===== src/rtl/router_port_arbiter.sv =====
`default_nettype none
// ============================================================================
// Module  : router_port_arbiter
// Purpose : Packet-locked round-robin arbiter for one router output port.
//           Grants one first-word-fall-through input FIFO at a time and pops
//           a whole packet from it (src_id, dest_id, size, payload, crc)
//           before re-arbitrating. A size word above MAX_SIZE is clamped:
//           only MAX_SIZE payload words are taken and the next word is
//           treated as the crc.
// Optional: define ARB_TIMEOUT_EN to build a stall watchdog that aborts a
//           packet after TIMEOUT_CYCLES consecutive empty-FIFO stalls.
// Ports   :
//   clk, rst    clock, asynchronous active-high reset
//   req         per-FIFO "head packet is routed to this port"
//   rempty      per-FIFO empty flag
//   rdata       FIFO head words, requester i at [i*DATA_W +: DATA_W]
//   rinc        one-hot pop strobe (combinational)
//   out_full    downstream queue full
//   out_data    registered output word
//   out_valid   registered, one cycle per transferred word
//   out_last    registered, high with the crc word
//   grant       registered one-hot owner, 0 when idle
//   busy        high whenever the FSM is not IDLE
//   size_err    one-cycle pulse when a size word exceeds MAX_SIZE
//   timeout     one-cycle pulse on watchdog abort (0 without ARB_TIMEOUT_EN)
// Revision: 1.0 - initial release
// ============================================================================
module router_port_arbiter #(
  parameter int NUM_REQ        = 3,
  parameter int DATA_W         = 8,
  parameter int MAX_SIZE       = 16,
  parameter int TIMEOUT_CYCLES = 32
) (
  input  logic                      clk,
  input  logic                      rst,
  input  logic [NUM_REQ-1:0]        req,
  input  logic [NUM_REQ-1:0]        rempty,
  input  logic [NUM_REQ*DATA_W-1:0] rdata,
  output logic [NUM_REQ-1:0]        rinc,
  input  logic                      out_full,
  output logic [DATA_W-1:0]         out_data,
  output logic                      out_valid,
  output logic                      out_last,
  output logic [NUM_REQ-1:0]        grant,
  output logic                      busy,
  output logic                      size_err,
  output logic                      timeout
);

  localparam int IDX_W = $clog2(NUM_REQ);
  localparam int CNT_W = $clog2(MAX_SIZE + 1);

  typedef enum logic [2:0] {
    IDLE    = 3'd0,
    HDR     = 3'd1,
    SIZE    = 3'd2,
    PAYLOAD = 3'd3,
    CRC     = 3'd4
  } state_t;

  state_t              state, state_next;
  logic [IDX_W-1:0]    sel, sel_next;
  logic [IDX_W-1:0]    rr_last, rr_last_next;
  logic [NUM_REQ-1:0]  grant_next;
  logic [CNT_W-1:0]    cnt, cnt_next;
  logic [DATA_W-1:0]   out_data_next;
  logic                out_valid_next, out_last_next, size_err_next, timeout_next;

  logic [DATA_W-1:0]   head;
  logic                xfer;
  logic                size_over;
  logic [CNT_W-1:0]    len;
  logic                found;
  logic [IDX_W-1:0]    pick;
  logic [IDX_W-1:0]    cand;
  logic                stall_hit;

  assign head      = rdata[int'(sel)*DATA_W +: DATA_W];
  // A word moves only when the owner has data and the port can accept it.
  assign xfer      = (state != IDLE) && !rempty[sel] && !out_full;
  assign busy      = (state != IDLE);
  assign size_over = (32'(head) > 32'(MAX_SIZE));
  assign len       = size_over ? CNT_W'(MAX_SIZE) : CNT_W'(head);

  always_comb begin
    rinc = '0;
    if (xfer) rinc[sel] = 1'b1;
  end

  // Round-robin search starting just after the last owner.
  always_comb begin
    found = 1'b0;
    pick  = rr_last;
    cand  = '0;
    for (int k = 1; k <= NUM_REQ; k++) begin
      cand = IDX_W'((int'(rr_last) + k) % NUM_REQ);
      if (!found && req[cand]) begin
        found = 1'b1;
        pick  = cand;
      end
    end
  end

`ifdef ARB_TIMEOUT_EN
  localparam int STALL_W = $clog2(TIMEOUT_CYCLES + 1);
  logic [STALL_W-1:0] stall_cnt;

  // Only empty-FIFO stalls count; a full downstream queue is not the
  // owner's fault and must never abort a packet.
  assign stall_hit = (state != IDLE) && rempty[sel] &&
                     (stall_cnt == STALL_W'(TIMEOUT_CYCLES - 1));

  always_ff @(posedge clk or posedge rst) begin
    if (rst) begin
      stall_cnt <= '0;
    end else if ((state == IDLE) || xfer || stall_hit) begin
      stall_cnt <= '0;
    end else if (rempty[sel]) begin
      stall_cnt <= stall_cnt + STALL_W'(1);
    end
  end
`else
  assign stall_hit = 1'b0;
`endif

  always_comb begin
    state_next     = state;
    sel_next       = sel;
    rr_last_next   = rr_last;
    grant_next     = grant;
    cnt_next       = cnt;
    out_data_next  = xfer ? head : out_data;
    out_valid_next = xfer;
    out_last_next  = 1'b0;
    size_err_next  = 1'b0;
    timeout_next   = 1'b0;

    case (state)
      IDLE: begin
        if (found) begin
          state_next       = HDR;
          sel_next         = pick;
          rr_last_next     = pick;
          grant_next       = '0;
          grant_next[pick] = 1'b1;
          cnt_next         = '0;
        end
      end
      HDR: begin
        // cnt counts the two header words (src_id, dest_id).
        if (xfer) begin
          if (cnt == CNT_W'(1)) begin
            state_next = SIZE;
            cnt_next   = '0;
          end else begin
            cnt_next = CNT_W'(1);
          end
        end
      end
      SIZE: begin
        if (xfer) begin
          size_err_next = size_over;
          if (len == '0) begin
            state_next = CRC;
          end else begin
            state_next = PAYLOAD;
            cnt_next   = len;
          end
        end
      end
      PAYLOAD: begin
        if (xfer) begin
          cnt_next = cnt - CNT_W'(1);
          if (cnt == CNT_W'(1)) state_next = CRC;
        end
      end
      CRC: begin
        if (xfer) begin
          out_last_next = 1'b1;
          grant_next    = '0;
          state_next    = IDLE;
        end
      end
      default: begin
        state_next = IDLE;
        grant_next = '0;
      end
    endcase

    // Watchdog abort: rr_last keeps the aborted index, no out_last.
    if (stall_hit) begin
      state_next   = IDLE;
      grant_next   = '0;
      timeout_next = 1'b1;
    end
  end

  always_ff @(posedge clk or posedge rst) begin
    if (rst) begin
      state     <= IDLE;
      sel       <= '0;
      rr_last   <= IDX_W'(NUM_REQ - 1);
      grant     <= '0;
      cnt       <= '0;
      out_data  <= '0;
      out_valid <= 1'b0;
      out_last  <= 1'b0;
      size_err  <= 1'b0;
      timeout   <= 1'b0;
    end else begin
      state     <= state_next;
      sel       <= sel_next;
      rr_last   <= rr_last_next;
      grant     <= grant_next;
      cnt       <= cnt_next;
      out_data  <= out_data_next;
      out_valid <= out_valid_next;
      out_last  <= out_last_next;
      size_err  <= size_err_next;
      timeout   <= timeout_next;
    end
  end

endmodule
`default_nettype wire


===== config.mk =====
export PLATFORM = sky130hd
export DESIGN_NAME = router_port_arbiter
export DESIGN_NICKNAME = d
export VERILOG_FILES = /design/src/rtl/router_port_arbiter.sv
export SDC_FILE = /design/constraint.sdc
export NUM_CORES = 1
export LEC_CHECK = 0
export CORE_ASPECT_RATIO = 0.8
export CORE_UTILIZATION = 50
export DETAILED_ROUTE_END_ITERATION = 8
export DONT_BUFFER_PORTS = 1
export PLACE_DENSITY = 0.64
export SLEW_MARGIN = 10
export SYNTH_ARGS = -nofsm -noshare
export SYNTH_HDL_FRONTEND = slang
export SYNTH_SLANG_ARGS = --single-unit

===== constraint.sdc =====
create_clock -name clk -period 2.9 [get_ports clk]
set_input_delay 0.58 -clock clk [delete_from_list [all_inputs] [get_ports clk]]
set_output_delay 0.58 -clock clk [all_outputs]
set_load 0.005 [all_outputs]

==> results by group, run 1 <==
Run status
  • Status: finished clean

Clocking
  • Clock latency on the worst-skew pair: 0.27 ns
  • Total number of H-tree levels: 1
  • CTS sink count: 25
  • Library cell used as clock root buffer: clkbuf_8
  • Clock buffer depth: 2
  • Worst-path clk slew: 0.09 ns
  • Total clock buffers created by CTS: 3
  • CTS tree: yes

STA
  • Headroom to the max-slew limit: 37.1%
  • Peak clock frequency supported by timing: 0.362 GHz
  • Final number of max-transition violations: 0
  • Fin Clk Skew: 0.00818 ns
  • Hold Vio Cnt, Final: 0
  • Least-Margin Pin Slew: 0.942 ns
  • Clock period minus final worst setup slack: 2.76 ns
  • Setup-violating endpoint count in the final report: 0
  • Final-layout setup total negative slack: 0 ns
  • Fin worst setup slack: 0.140 ns
  • Setup repair after global routing missed its margin: no
  • Post-route fraction of the period consumed by the critical path: 95.2%

Routing
  • Number of DRC markers after the initial detailed-route iteration: 98
  • Post-DRT Antenna Nets: 0
  • Ratio of routed vias to standard cells: 6.46
  • Per-cell routed wire length: 17.7 um
  • Detailed-route via count: 1,472
  • Number of detailed-route iterations in the first pass: 4
  • DR DRC count: 0
  • Total wire length after detailed routing: 4.03 mm

Die
  • Width of the die: 67.8 um
  • Number of placement rows: 18
  • Initial core utilization: 54.2%
  • Total I/O pin count: 52
  • Core region area: 3200 um^2
  • Die height: 54.7 um
  • Total die area: 3710 um^2

Finish
  • Sequential cell area: 627 um^2
  • Number of antenna repair diodes: 0
  • Most common library cell in the layout ignoring fill and taps: dfrtp_1
  • Final standard cell count with taps included and fillers excluded: 228
  • Ratio of cells with drive above 1 in the final layout: 13.8%
  • Area of the multi-input gates: 986 um^2
  • Area Overhead vs Synth: 3.61%
  • Total of fill cells in the finished design: 294
  • Final cell utilization of the core: 56.1%
  • Final nets: 226
  • Design Area, Final: 1800 um^2
  • Commonest cells after routing, fill and taps aside: dfrtp_1 (24), nand2_1 (21), o21ai_0 (15)

Synthesis
  • Syn Inst Count: 193
  • Number of distinct library cell variants in the gate-level netlist after synthesis: 54
  • Most area-hungry cell type in the Yosys netlist: dfrtp_1
  • Main synth FF type: dfrtp_1
  • Post-synthesis sequential element count: 25
  • Post-synthesis area per instance: 8.98 um^2
  • Sequential area share after synthesis: 36.2%
  • Ys Warns: 0
  • Area fraction of the dominant cell type after synthesis: 34.7%
  • Async S/R FF share, synth: 100%
  • Post-synthesis net count: 230
  • Number of flops mapped to enable cells by yosys: 0
  • Synth top area cells: dfrtp_1 (35%), nand2_1 (4.5%), o21ai_0 (4.3%)
  • Area of the mapped netlist: 1730 um^2

Place
  • Detailed-placement wirelength estimate: 3.16 mm
  • Inst Count DP: 224
  • Final weighted congestion in routability-driven placement: 0.917
  • Number of port buffers: 0
  • Placed Area: 1750 um^2
  • Worst-case setup slack after placement: 0.141 ns

Setup path
  • Crit path depth: 6
  • Maximum fanout encountered on the critical timing path: 17
  • Data arrival, critical path: 2.92 ns
  • Required time at the endpoint of the critical path: 3.06 ns
  • Critical setup path kind: register to register
  • Crit path capture type: register
  • Number of buffers and inverters on the critical path: 0
  • Slowest-stage cell, CP: dfrtp_1
  • Critical path's top delay family: simple AND/OR/NAND/NOR gates
  • Crit path cell chain: mux2_1 > a22oi_1 > nand4_1 > or4_4 > and3_4 > mux2_4
  • Cell depth of the worst flop-to-flop path: 6
  • Highest cell delay on the worst timing path: 0.76 ns
  • Nature of the critical path startpoint: register

Global routing
  • Global-route usage over all layers: 24.0%
  • Initial antenna violation count: 0
  • Wire length of the first global-routing pass: 6.49 mm
  • Vias in the first global route: 1,374
  • Remaining global-route overflow: 0
  • Maximum number of pins on one net before global-route repair: 26

Pwr
  • Leakage: 0.769 nW
  • Ratio of total power to cell area: 1060 nW/um^2
  • VDD IR-drop max: 0.529 mV

Hold path
  • Worst hold-check path type: input pin to async pin

Run
  • Max-cap violations: 0
## power breakdown
| group | internal [W] | leakage (nW) | total, W | switching (W) |
|---|---|---|---|---|
| logic | 0.000476 | 0.431 | 0.00104 | 0.000560 |
| clock network | 0.0000960 | 0.0255 | 0.000205 | 0.000109 |
| registers | 0.000492 | 0.313 | 0.000661 | 0.000170 |
| total | 0.00106 | 0.769 | 0.00190 | 0.000838 |
## layer usage
metal  routed length [um]  global-route usage, %  vias to the layer above
met5                    0                      0                        -
met4                   46                   5.90                        0
met3                  331                   8.33                        8
met2                 1800                   38.1                       54
met1                 1850                   31.3                      698
li1                     -                      -                      712
## kinds of logic (layout without fill, tap and decap cells)
family / Yosys count / in the layout / synth area share [%]
other: 1 / 1 / 0.216
XOR/XNOR: 1 / 1 / 0.506
flip-flops: 25 / 25 / 36.2
AO/OA/AOI/OAI: 63 / 63 / 26.4
AND/OR/NAND/NOR: 58 / 58 / 17.3
adder cells (fa/ha/maj): 4 / 4 / 2.89
buffers and inverters: 27 / 22 / 7.08
multiplexers: 14 / 14 / 9.53
## path summary, 6_finish.rpt
check                             from  slack, ns           to
max                             sel[1]       0.14       cnt[0]
min                                rst       0.41       cnt[3]
max reg2reg                     sel[1]       0.14       cnt[0]
min reg2reg                out_data[5]       0.52  out_data[5]
max in group asynchronous          rst       1.92     size_err
min in group clk           out_data[5]       0.52  out_data[5]
## sequential cells by signal (all words and copies together) (netlist names)
name       cells
out_data       8
out_last       1
size_err       1
rr_last        1
sel            2
state          3
out_valid      1
cnt            5
grant          3
## final cells by class
type / count / share of cell area [%]
multi-input cells: 141 / 54.9
flip-flops and latches: 25 / 34.9
well taps: 40 / 2.79
inverters: 13 / 2.72
clock buffers: 3 / 2.30
repair buffers: 5 / 2.09
clock inverters: 1 / 0.279
## through the flow
stage          power (W)  hold WS, ns
2_1_floorplan    0.00148        0.473
3_3_place_gp     0.00166        0.492
3_5_place_dp     0.00169        0.499
4_1_cts          0.00189        0.439
5_1_grt          0.00207        0.480
6_report         0.00190        0.406
## cells in the mapped netlist, types with 3 or more instances
library cell / number
nor2_1: 8
mux2_2: 5
nand2b_1: 3
a21o_1: 3
ha_1: 4
mux2_1: 3
dfrtp_1: 24
nor2b_1: 4
a21oi_1: 4
nand2_1: 21
o2111ai_1: 3
a22o_1: 3
o21ai_0: 15
nor3_1: 7
inv_1: 12
a22oi_1: 7
mux2_4: 3
clkbuf_1: 9
mux2i_1: 3
o22ai_1: 6
## worst reg2reg max path, cell delays in order (launching register included)
cell and delay (ns):
dfrtp_1 0.76, mux2_1 0.38, a22oi_1 0.30, nand4_1 0.19
or4_4 0.52, and3_4 0.22, mux2_4 0.29
## timing repair
| item | CTS | global route |
|---|---|---|
| endpoints found under the hold margin | 0 | 0 |
| resized for setup | 0 | 1 |
| setup buffers | 0 | 0 |
| endpoints found under the setup margin | 0 | 4 |
| hold buffers | 0 | 0 |
No activity file was read; power rests on OpenSTA's default activity.
==> run 2, diff against run 1 <==
--- a/config.mk
+++ b/config.mk
@@ -6,10 +6,11 @@
 export NUM_CORES = 1
 export LEC_CHECK = 0
 export CORE_ASPECT_RATIO = 0.8
-export CORE_UTILIZATION = 50
+export CORE_UTILIZATION = 35
+export CTS_CLUSTER_DIAMETER = 150
 export DETAILED_ROUTE_END_ITERATION = 8
 export DONT_BUFFER_PORTS = 1
-export PLACE_DENSITY = 0.64
+export PLACE_DENSITY = 0.48
 export SLEW_MARGIN = 10
 export SYNTH_ARGS = -nofsm -noshare
 export SYNTH_HDL_FRONTEND = slang
==> constraint.sdc (replaced) <==
create_clock -name clk -period 2.9 [get_ports clk]
set_input_delay 0.725 -clock clk [delete_from_list [all_inputs] [get_ports clk]]
set_output_delay 0.725 -clock clk [all_outputs]
set_load 0.005 [all_outputs]
==> run 2 against run 1 <==
  * Worst setup slack improved by 0.091 ns
  * Combinational power rose by 13%
  * Via count rose by 3.5%
  * Clock power rose by 3%
  * Largest cell class unchanged
==> results by group, run 2 (synthesis gave the netlist of run 1 again) <==
Routing
  • DR DRC count: 0
  • Ratio of routed vias to standard cells: 5.95
  • Per-cell routed wire length: 17.3 um
  • Number of DRC markers after the initial detailed-route iteration: 102
  • Detailed-route via count: 1,523
  • Total wire length after detailed routing: 4.43 mm
  • Post-DRT Antenna Nets: 0
  • Number of detailed-route iterations in the first pass: 4

Clocking
  • CTS tree: yes
  • Clock buffer depth: 2
  • Total number of H-tree levels: 1
  • Total clock buffers created by CTS: 3
  • Library cell used as clock root buffer: clkbuf_8
  • CTS sink count: 25
  • Clock latency on the worst-skew pair: 0.27 ns
  • Cts-stage hold buffer count: 0
  • Worst-path clk slew: 0.09 ns

STA
  • Peak clock frequency supported by timing: 0.375 GHz
  • Final-layout setup total negative slack: 0 ns
  • Setup repair after global routing missed its margin: no
  • Hold Vio Cnt, Final: 0
  • Setup-violating endpoint count in the final report: 0
  • Final number of max-transition violations: 0
  • Fin worst setup slack: 0.231 ns
  • Clock period minus final worst setup slack: 2.67 ns
  • Fin Clk Skew: 0.00751 ns
  • Post-route fraction of the period consumed by the critical path: 92.0%

Global routing
  • Wire length of the first global-routing pass: 7.09 mm
  • Met3 Resource Use GR: 4.79%
  • Maximum number of pins on one net before global-route repair: 26
  • Remaining global-route overflow: 0
  • Initial antenna violation count: 0
  • Grt met1 use: 25.6%
  • Vias in the first global route: 1,493
  • Highest-utilization routing layer at the global route stage: met2
  • Met2 usage in global routing: 26.4%
  • Global-route usage over all layers: 18.1%

Finish
  • Total of fill cells in the finished design: 472
  • Ratio of cells with drive above 1 in the final layout: 17.9%
  • Final nets: 234
  • Register with the most flip-flops: out_data
  • Final standard cell count with taps included and fillers excluded: 256
  • Area Overhead vs Synth: 8.59%
  • Largest registers: out_data x8, cnt x5
  • Commonest cells after routing, fill and taps aside: dfrtp_1 (23), nand2_1 (21), o21ai_0 (15)
  • Most common library cell in the layout ignoring fill and taps: dfrtp_1
  • Flip-flop count of the largest register, all copies and words added: 8
  • Number of antenna repair diodes: 0

Die
  • Core region area: 4680 um^2
  • Width of the die: 80.7 um
  • Initial core utilization: 37.0%
  • Die height: 64.9 um
  • Total die area: 5240 um^2
  • Number of placement rows: 22
  • Total I/O pin count: 52

Setup path
  • Critical setup path kind: register to primary output
  • Crit path capture type: primary output
  • Data arrival, critical path: 1.94 ns
  • Required time at the endpoint of the critical path: 2.17 ns
  • Nature of the critical path startpoint: register
  • Maximum fanout encountered on the critical timing path: 11

Hold path
  • Worst hold-check path type: input pin to async pin

Pwr
  • VDD IR-drop max: 0.328 mV
  • Ratio of total power to cell area: 1070 nW/um^2
  • Leakage: 0.807 nW

Place
  • Final weighted congestion in routability-driven placement: 0.888
  • Inst Count DP: 250
  • Number of port buffers: 0
  • Detailed-placement wirelength estimate: 3.34 mm
  • Worst-case setup slack after placement: 0.266 ns

Run
  • Max-cap violations: 0

Run status
  • Status: finished clean
run 2: worst max-delay path, cell delays in order (launching register included):
cell and delay, ns:
dfrtp_1 0.36, buf_4 0.19, nor2b_2 0.43, a211oi_2 0.14, nand2_1 0.25, inv_1 0.09
and3_1 0.20
run 2: metal layers:
layer  share of wire (%)  vias up  wire length, um
li1                    -      716                -
met1                  48      722             2140
met2                  41       74             1820
met3                 8.8       11              390
met4                 1.8        0               80
met5                   0        -                0
run 2: worst paths after layout:
kind | from | end | slack (ns) | depth (start not counted)
max | sel[0] | rinc[2] | 0.23 | 6
min | rst | size_err | 0.38 | 2
max reg2reg | sel[1] | cnt[1] | 0.32 | 8
min reg2reg | out_data[5] | out_data[5] | 0.52 | 2
max in group asynchronous | rst | rr_last[1] | 2.21 | 2
min in group clk | out_data[5] | out_data[5] | 0.52 | 2
run 2: through the flow:
| stage | hold WS, ns | util, % | power (W) | area (um^2) |
|---|---|---|---|---|
| after floorplan | 0.473 | - | 0.00148 | 1730 |
| after global placement | 0.499 | 38.8 | 0.00174 | 1820 |
| after detailed placement | 0.499 | 38.8 | 0.00178 | 1820 |
| after CTS | 0.391 | 39.9 | 0.00200 | 1870 |
| after global routing | 0.404 | 40.2 | 0.00219 | 1880 |
| final | 0.384 | 40.2 | 0.00201 | 1880 |
run 2: what timing repair did:
| item | CTS | global route |
|---|---|---|
| endpoints found under the setup margin | 1 | 1 |
| gates resized for setup | 2 | 0 |
| setup buffers | 0 | 2 |
run 2: power breakdown:
group	leakage [nW]	total (W)	internal [W]	switching, W
logic	0.470	0.00117	0.000534	0.000632
registers	0.312	0.000635	0.000493	0.000141
clock network	0.0255	0.000211	0.0000963	0.000114
total	0.807	0.00201	0.00112	0.000888
run 2: final cells by class:
cell class	instances	area [um^2]	area share, %
clock inverters	1	5.00	0.266
clock buffers	3	41.3	2.19
flip-flops and latches	25	628	33.4
repair buffers	13	97.6	5.19
well taps	60	75.1	3.99
multi-input cells	141	986	52.4
inverters	13	48.8	2.59
